<file path="config.mk">
export PLATFORM = sky130hd
export DESIGN_NAME = ra_inject_arbiter
export DESIGN_NICKNAME = d
export VERILOG_FILES = /design/src/rtl/ra_inject_arbiter.sv
export SDC_FILE = /design/constraint.sdc
export NUM_CORES = 1
export LEC_CHECK = 0
export ABC_AREA = 0
export CAP_MARGIN = 0
export CORE_UTILIZATION = 30
export DETAILED_ROUTE_END_ITERATION = 16
export PLACE_DENSITY = 0.65
export SYNTH_ARGS = -nofsm -noshare
export SYNTH_HDL_FRONTEND = slang
export SYNTH_SLANG_ARGS = --single-unit
</file>
<file path="constraint.sdc">
create_clock -name clock -period 3.5 [get_ports clock]
set_input_delay 0.7 -clock clock [delete_from_list [all_inputs] [get_ports clock]]
set_output_delay 0.7 -clock clock [all_outputs]
set_load 0.01 [all_outputs]
</file>
<file path="src/rtl/ra_inject_arbiter.sv">
// ra_inject_arbiter
// Packet-level arbiter that shares one router injection port between the
// processor-side packetizer (P) and the cache-side packetizer (C). Whole
// packets are granted: a head flit locks the port to its source until the
// matching tail. A source is eligible only if the VC of its flit is not full.
// The accepted flit is registered onto out_flit one cycle after acceptance.
//
// Ports:
//   clock, reset        rising-edge clock, asynchronous active-high reset
//   p_flit/p_valid      processor-side flit and valid
//   p_ready             processor flit accepted this cycle (combinational)
//   c_flit/c_valid      cache-side flit and valid
//   c_ready             cache flit accepted this cycle (combinational)
//   out_flit/out_valid  registered flit to the router, valid one cycle/flit
//   out_full            per-VC router buffer full (one entry of slack)
//   grant_src           source of current out_flit: 0 processor, 1 cache
//   busy                packet lock held
//   proto_err           sticky protocol-error flag
//
// Build option: define RA_INJ_ARB_CACHE_PRIO_EN for fixed cache-over-processor
// priority in IDLE; otherwise packets are granted round-robin.
// Flit layout MSB..LSB: flow, type, vc, data.
module ra_inject_arbiter #(
    parameter int unsigned DATA_WIDTH = 32,
    parameter int unsigned VC_BITS    = 1,
    parameter int unsigned ID_BITS    = 4,
    parameter int unsigned EXTRA      = 2,
    parameter int unsigned TYPE_BITS  = 2,
    localparam int unsigned FLOW_BITS    = 2 * ID_BITS + EXTRA,
    localparam int unsigned VC_PER_PORTS = 1 << VC_BITS,
    localparam int unsigned FLIT_WIDTH   = FLOW_BITS + TYPE_BITS + VC_BITS + DATA_WIDTH
) (
    input  logic                    clock,
    input  logic                    reset,
    input  logic [FLIT_WIDTH-1:0]   p_flit,
    input  logic                    p_valid,
    output logic                    p_ready,
    input  logic [FLIT_WIDTH-1:0]   c_flit,
    input  logic                    c_valid,
    output logic                    c_ready,
    output logic [FLIT_WIDTH-1:0]   out_flit,
    output logic                    out_valid,
    input  logic [VC_PER_PORTS-1:0] out_full,
    output logic                    grant_src,
    output logic                    busy,
    output logic                    proto_err
);

    localparam logic [1:0] TypeBody   = 2'b00;
    localparam logic [1:0] TypeHead   = 2'b01;
    localparam logic [1:0] TypeTail   = 2'b10;
    localparam logic [1:0] TypeSingle = 2'b11;

    typedef enum logic [1:0] {StIdle, StLockP, StLockC} state_e;

    state_e                r_state;
    state_e                w_state_d;
    logic [FLIT_WIDTH-1:0] r_out_flit;
    logic                  r_out_valid;
    logic                  r_grant_src;
    logic                  r_proto_err;

    logic [VC_BITS-1:0]    w_p_vc;
    logic [VC_BITS-1:0]    w_c_vc;
    logic                  w_p_elig;
    logic                  w_c_elig;
    logic                  w_pick_c;
    logic                  w_p_ready;
    logic                  w_c_ready;
    logic                  w_acc;
    logic [FLIT_WIDTH-1:0] w_acc_flit;
    logic [1:0]            w_acc_type;
    logic                  w_err_hit;

    assign w_p_vc   = p_flit[DATA_WIDTH +: VC_BITS];
    assign w_c_vc   = c_flit[DATA_WIDTH +: VC_BITS];
    assign w_p_elig = p_valid && !out_full[w_p_vc];
    assign w_c_elig = c_valid && !out_full[w_c_vc];

`ifdef RA_INJ_ARB_CACHE_PRIO_EN
    // Replies always drain first so remote requests can never deadlock on them.
    assign w_pick_c = w_c_elig;
`else
    logic r_last_grant;  // 1: cache won the last IDLE grant

    // Cache wins a tie only if the processor had the previous grant.
    assign w_pick_c = w_c_elig && (!w_p_elig || !r_last_grant);

    always_ff @(posedge clock or posedge reset) begin
        if (reset) begin
            r_last_grant <= 1'b1;
        end else if (r_state == StIdle && w_acc) begin
            r_last_grant <= w_c_ready;
        end
    end
`endif

    always_comb begin
        w_p_ready  = 1'b0;
        w_c_ready  = 1'b0;
        w_state_d  = r_state;
        w_err_hit  = 1'b0;

        unique case (r_state)
            StIdle: begin
                if (w_pick_c) begin
                    w_c_ready = 1'b1;
                end else if (w_p_elig) begin
                    w_p_ready = 1'b1;
                end
            end
            StLockP: w_p_ready = w_p_elig;
            StLockC: w_c_ready = w_c_elig;
            default: ;
        endcase

        if (reset) begin
            w_p_ready = 1'b0;
            w_c_ready = 1'b0;
        end

        w_acc      = w_p_ready || w_c_ready;
        w_acc_flit = w_c_ready ? c_flit : p_flit;
        w_acc_type = w_acc_flit[DATA_WIDTH + VC_BITS +: 2];

        if (w_acc) begin
            if (r_state == StIdle) begin
                if (w_acc_type == TypeHead) begin
                    w_state_d = w_c_ready ? StLockC : StLockP;
                end
                // Orphan body/tail is still forwarded, only flagged.
                w_err_hit = (w_acc_type == TypeBody) || (w_acc_type == TypeTail);
            end else begin
                if (w_acc_type == TypeTail || w_acc_type == TypeSingle) begin
                    w_state_d = StIdle;
                end
                w_err_hit = (w_acc_type == TypeHead);
            end
        end
    end

    always_ff @(posedge clock or posedge reset) begin
        if (reset) begin
            r_state     <= StIdle;
            r_out_flit  <= '0;
            r_out_valid <= 1'b0;
            r_grant_src <= 1'b0;
            r_proto_err <= 1'b0;
        end else begin
            r_state     <= w_state_d;
            r_out_valid <= w_acc;
            if (w_acc) begin
                r_out_flit  <= w_acc_flit;
                r_grant_src <= w_c_ready;
            end
            if (w_err_hit) begin
                r_proto_err <= 1'b1;
            end
        end
    end

    assign p_ready   = w_p_ready;
    assign c_ready   = w_c_ready;
    assign out_flit  = r_out_flit;
    assign out_valid = r_out_valid;
    assign grant_src = r_grant_src;
    assign busy      = (r_state != StIdle);
    assign proto_err = r_proto_err;

endmodule

</file>
==> metrics.yaml, run 1 <==
outcome: "finished clean"
pwr-share-clk_pct: 12.1
grt_antenna_before_repair: 0
slew_viol_final: 0
first_global_vias: 2706
final_common_cell: "clkdlybuf4s50_1"
holdPathEnd: "proto_err$_DFFE_PP0P_"
antenna-diode-count: 0
cts_buffers: 5
coreArea_mm2: 0.00838
fmax_ghz: 0.299
peakVddDrop_mv: 0.235
wl_mm: 8.80
cp-startpoint: "c_flit[32]"
vias_per_cell: 5.40
cts_tree: "done"
clockBufferDepth: 2
async_flop_share_pct: 100
synth_cells: 298
final_layout_size_suffix_gt1_share_pct: 5.58
dpl_cell_area_mm2: 0.00417
crit_path_max_incr_delay_ns: 0.56
r2r_slack_ns: 1.49
htree_levels: 2
finalCritPeriodShare_pct: 95.5
arrival_ns: 2.64
die_h_um: 95.9
nets: 525
postCtsHoldBufs: 0
p_int_mw: 1.79
ant_nets: 0
place_congestion: 0.846
r2r-start: "r_state[1]$_DFFE_PP0P_"
worst-slew-pin-transition_ns: 0.570
cp_num_buf_inv: 2
synth_enable_flop_cells: 0
wl_per_cell_um: 16.4
switchingPower_uw: 942
post_cts_buffers: 0
required_ns: 2.80
overflow: 0
yosys.cell_types.count: 32
fp-row-count: 33
routed.top_layer: "met4"
area_growth_pct: 60.6
clock_latency_ns: 0.30
drc: 0
start_util_pct: 31.6
syn_avg_cell_area_um2: 8.88
r2r_end: "out_flit[38]$_DFFE_PP0P_"
dp_hpwl_mm: 5.71
power_density_mw_per_mm2: 642
slowest_stage: "clkdlybuf4s50_1"
syn-num-nets: 394
hold_class: "register to register"
seq_area_frac_synth_pct: 48.3
grt_setup_unrepaired: "no"
seq_power_share_pct: 37.6
hold_depth: 2
io_buffers: 146
max_slew_margin_pct: 62.0
skew_ns: 0.00621
end_kind: "output pin"
die_x_um: 95.9
final_hold_viol_count: 0
synth_top_area_share_pct: 47.3
wl_met3_um: 679
hp-start: "proto_err$_DFFE_PP0P_"
final_area_mm2: 0.00425
cp_common_cell: "clkdlybuf4s50_1"
finalCriticalPeriod_ns: 3.34
ys_ff_latch: 51
finalSetupViolations: 0
synthTopCellsByArea: "dfrtp_1 (47%), a31oi_1 (11%), nor3_1 (8.7%)"
r2r_cells: 7
path_delay_family: "buffers and inverters"
finalSetupTns_ns: 0
power.total_mw: 2.73
clk_transition_reported_paths_ns: 0.09
worstPathCellList: "clkdlybuf4s50_1 > mux2_4 > or3_1 > nor2_1 > clkdlybuf4s50_1"
syn_area_mm2: 0.00265
die_area_mm2: 0.00920
crit_path_max_fanout: 3
routed-via-count: 2890
wl_met2_mm: 4.13
root_buffer: "clkbuf_8"
clock-sinks: 51
p_comb_share_pct: 50.3
p_leak_nw: 1.55
grt_pass1_wl_mm: 13.8
maxCapViolations: 0
grt_use_total_pct: 19.3
firstDrtPassIters: 4
cts_resized: 0
synth_ff_type: "dfrtp_1"
final_cell_mix: "clkdlybuf4s50_1 (146), dfrtp_1 (50), nor3_1 (46), a31oi_1 (46), nand3_1 (44)"
wl_met1_mm: 3.93
swShare_pct: 34.5
start_kind: "primary input"
grt_max_degree: 52
yosys.area.top_type: "dfrtp_1"
detail_route.iter0.violations: 120
yosysWarningCount: 0
io_pins: 147
crit_type: "primary input to output pin"
power groups by stage:
| stage | sequential, mW | clock, mW | combinational, mW |
|---|---|---|---|
| 6_report | 1.03 | 0.330 | 1.37 |
| 5_1_grt | 1.06 | 0.366 | 1.50 |
| 4_1_cts | 1.03 | 0.342 | 1.39 |
| 3_5_place_dp | 1.04 | 0 | 1.38 |
| 3_3_place_gp | 1.03 | 0 | 1.37 |
| 2_1_floorplan | 1.15 | 0 | 0.492 |
synthesized netlist by cell type (all sizes together) (2+ instances only):
| cell | count |
|---|---|
| nor2 | 6 |
| clkbuf | 8 |
| a31oi | 46 |
| buf | 25 |
| nor3 | 47 |
| and3 | 2 |
| nand3 | 44 |
| a21oi | 2 |
| o21ai | 44 |
| inv | 5 |
| or3 | 2 |
| nor3b | 2 |
| dfrtp | 50 |
worst max path at each step:
stage,endpoint,slack [ns],cells after the start
2_1_floorplan,c_ready,1.10,4
3_3_place_gp,c_ready,0.17,5
3_5_place_dp,c_ready,0.16,5
4_1_cts,c_ready,0.15,5
5_1_grt,c_ready,0.08,5
6_report,c_ready,0.16,5
registers in the layout, indices dropped and copies added (netlist names):
name          flops
grant_src         1
r_last_grant      1
out_flit         45
r_state           2
out_valid         1
proto_err         1
cell families after synthesis:
kind of cell	share of synthesized area [%]
AO/OA/AOI/OAI	20.9
buffers and inverters	7.76
flip-flops	48.3
multiplexers	0.946
AND/OR/NAND/NOR	22.1
cell type report:
cell class	count	area, um^2
Clock buffer	8	80.1
Multi-Input combinational cell	209	1170
Timing Repair Buffer	157	1570
Fill cell	814	4130
Inverter	5	18.8
Tap cell	105	131
Sequential cell	51	1280
layer usage:
layer,vias up,track usage (%)
met3,4,5.06
met1,1390,25.4
met5,-,0
li1,1385,-
met2,111,31.7
met4,0,4.23
worst min-delay path, delay by kind of cell, from the launching register on:
kind                   cells  cell delay (ns)
DFF                        1             0.35
AOI/OAI and AO/OA          1             0.06
buffers and inverters      1             0.04
metrics by stage:
| step | util (%) | setup slack, ns | hold slack, ns | std cells |
|---|---|---|---|---|
| 3_3_place_gp | 49.7 | 0.171 | 0.464 | 527 |
| 6_report | 50.7 | 0.158 | 0.492 | 535 |
| 4_1_cts | 50.7 | 0.152 | 0.495 | 535 |
| 2_1_floorplan | - | 1.10 | 0.466 | 298 |
| 5_1_grt | 50.7 | 0.0828 | 0.535 | 535 |
| 3_5_place_dp | 49.7 | 0.162 | 0.464 | 527 |
Note: power is estimated with default switching activity, not from simulation.
==> run 2: changes to the inputs <==
CELL_PAD_IN_SITES_DETAIL_PLACEMENT = 1   (was unset)
CELL_PAD_IN_SITES_GLOBAL_PLACEMENT = 1   (was unset)
CORE_UTILIZATION = 29   (was 30)
PLACE_DENSITY = unset   (was 0.65)
PLACE_DENSITY_LB_ADDON = 0.1   (was unset)
clock period = 4.1 ns   (was 3.5 ns; I/O delays follow)
==> run 2 against run 1 <==
Net effect: clock skew grew 0.0018 ns; global-route usage grew 1.7 points; non-clock buffer count shrank 3; combinational power shrank 14%; setup slack gained 0.36 ns; sequential share of layout area grew 0.098 points; total power shrank 14%; critical path depth is the same; largest cell class unchanged; clock power shrank 11%; via count grew 2.0%.
==> metrics.yaml, run 2 (same netlist as run 1, synthesis figures left out) <==
layout.cells.non_filler: 535  # unchanged
largest_reg_flops: 45  # unchanged
hold_depth: 2  # unchanged
dp_slack_ns: 0.513  # +0.351 ns
worstPathCellList: "clkdlybuf4s50_1 > mux2_4 > or3_1 > and2_1 > clkdlybuf4s50_1"
die_h_um: 97.5  # +1.7%
final_hold_viol_count: 0  # unchanged
fmax_ghz: 0.279
dp_hpwl_mm: 6.29  # +10%
fin_ws_ns: 0.518  # +0.360 ns
worst-slew-pin-transition_ns: 0.863  # +0.293 ns
firstDrtPassIters: 4  # unchanged
io_buffers: 146  # unchanged
overflow: 0  # unchanged
clock-sinks: 51  # unchanged
arrival_ns: 2.76  # +0.12 ns
regArea_mm2: 0.00128  # unchanged
r2r_cells: 7  # unchanged
postLayoutCoreUtil_pct: 48.3  # -2.4 points
maxCapViolations: 0  # unchanged
final_area_mm2: 0.00423  # -0.32%
place_congestion: 0.802  # -5.2%
cts_tree: "done"
multi_input_area_mm2: 0.00117  # unchanged
dp.cells: 527  # unchanged
slowest_stage: "clkdlybuf4s50_1"
p_leak_nw: 1.53  # -0.97%
crit_type: "primary input to output pin"
finalSetupTns_ns: 0  # unchanged
root_buffer: "clkbuf_8"
r2r-start: "r_state[1]$_DFFE_PP0P_"
final_cell_mix: "clkdlybuf4s50_1 (146), dfrtp_1 (50), nor3_1 (46), a31oi_1 (46), nand3_1 (44)"
wl_per_cell_um: 18.7  # +13%
wl_mm: 9.98  # +13%
slew_viol_final: 0  # unchanged
cts_buffers: 5  # unchanged
power_density_mw_per_mm2: 556  # -13%
cp_common_cell: "clkdlybuf4s50_1"
dpl_cell_area_mm2: 0.00415  # -0.45%
htree_levels: 2  # unchanged
hold_class: "register to register"
die_x_um: 97.5  # +1.7%
hp-start: "proto_err$_DFFE_PP0P_"
whs_ns: 0.478  # -0.0142 ns
die_area_mm2: 0.00951  # +3.4%
cp-startpoint: "c_flit[32]"
skew_ns: 0.00803  # +0.00182 ns
final_layout_size_suffix_gt1_share_pct: 5.39  # -0.19 points
antenna-diode-count: 0  # unchanged
required_ns: 3.28  # +0.48 ns
clockBufferDepth: 2  # unchanged
finalCriticalPeriod_ns: 3.58
post_cts_buffers: 0  # unchanged
finalSetupViolations: 0  # unchanged
end_kind: "output pin"
fp-row-count: 34  # +3.0%
grt_max_degree: 92  # +77%
power.total_mw: 2.36  # -14%
grt_setup_unrepaired: "no"
crit_path_max_fanout: 4  # +1
vias_per_cell: 5.51  # +2.0%
nFillCells: 1039  # +28%
coreArea_mm2: 0.00876  # +4.6%
max_slew_margin_pct: 42.4  # -20 points
io_pins: 147  # unchanged
grt_antenna_before_repair: 0  # unchanged
finalCritPeriodShare_pct: 87.4
grt_use_total_pct: 21.0  # +1.7 points
nets: 522  # -0.57%
first_global_vias: 3088  # +14%
final_common_cell: "clkdlybuf4s50_1"
grt_pass1_wl_mm: 16.0  # +16%
clk_transition_reported_paths_ns: 0.09  # about the same
cts_resized: 0  # unchanged
clock_latency_ns: 0.30  # about the same
detail_route.iter0.violations: 106  # -12%
drc: 0  # unchanged
ant_nets: 0  # unchanged
peakVddDrop_mv: 0.260  # +10%
start_kind: "primary input"
start_util_pct: 30.2  # -1.4 points
area_growth_pct: 60.1
outcome: "finished clean"
routed-via-count: 2947  # +2.0%
crit_path_max_incr_delay_ns: 0.50  # -0.06 ns
postCtsHoldBufs: 0  # unchanged
[run 2: worst paths after layout]
| path | endpoint | slack [ns] |
|---|---|---|
| worst max register to register | out_flit[11]$_DFFE_PP0P_ | 1.84 |
| worst min register to register | proto_err$_DFFE_PP0P_ | 0.48 |
| worst max-delay path | p_ready | 0.52 |
| max in group asynchronous | out_flit[6]$_DFFE_PP0P_ | 2.21 |
| worst min-delay path | proto_err$_DFFE_PP0P_ | 0.48 |
| min in group asynchronous | out_flit[23]$_DFFE_PP0P_ | 1.23 |
[run 2: where the power goes]
part | total [mW] | switching [mW] | internal (mW)
Clock | 0.293 | 0.173 | 0.120
Combinational | 1.18 | 0.523 | 0.662
Sequential | 0.878 | 0.141 | 0.737
Total | 2.36 | 0.837 | 1.52
[run 2: layout make-up]
| cell class | count | share of cell area, % |
|---|---|---|
| Tap cell | 108 | 3.19 |
| Clock buffer | 6 | 1.71 |
| Inverter | 5 | 0.443 |
| Timing Repair Buffer | 154 | 36.5 |
| Multi-Input combinational cell | 209 | 27.7 |
| Clock inverter | 2 | 0.296 |
| Sequential cell | 51 | 30.2 |
[run 2: critical path: cells and delay by family]
kind          cells  cell delay [ns]
simple gates      2             0.62
buf+inv           2             0.99
mux               1             0.33
[run 2: routing by layer]
layer	wire (um)	vias to the layer above	track usage, %
li1	-	1374	-
met1	4480	1464	26.3
met2	4820	105	36.6
met3	612	4	5.18
met4	60	0	3.73
met5	0	-	0
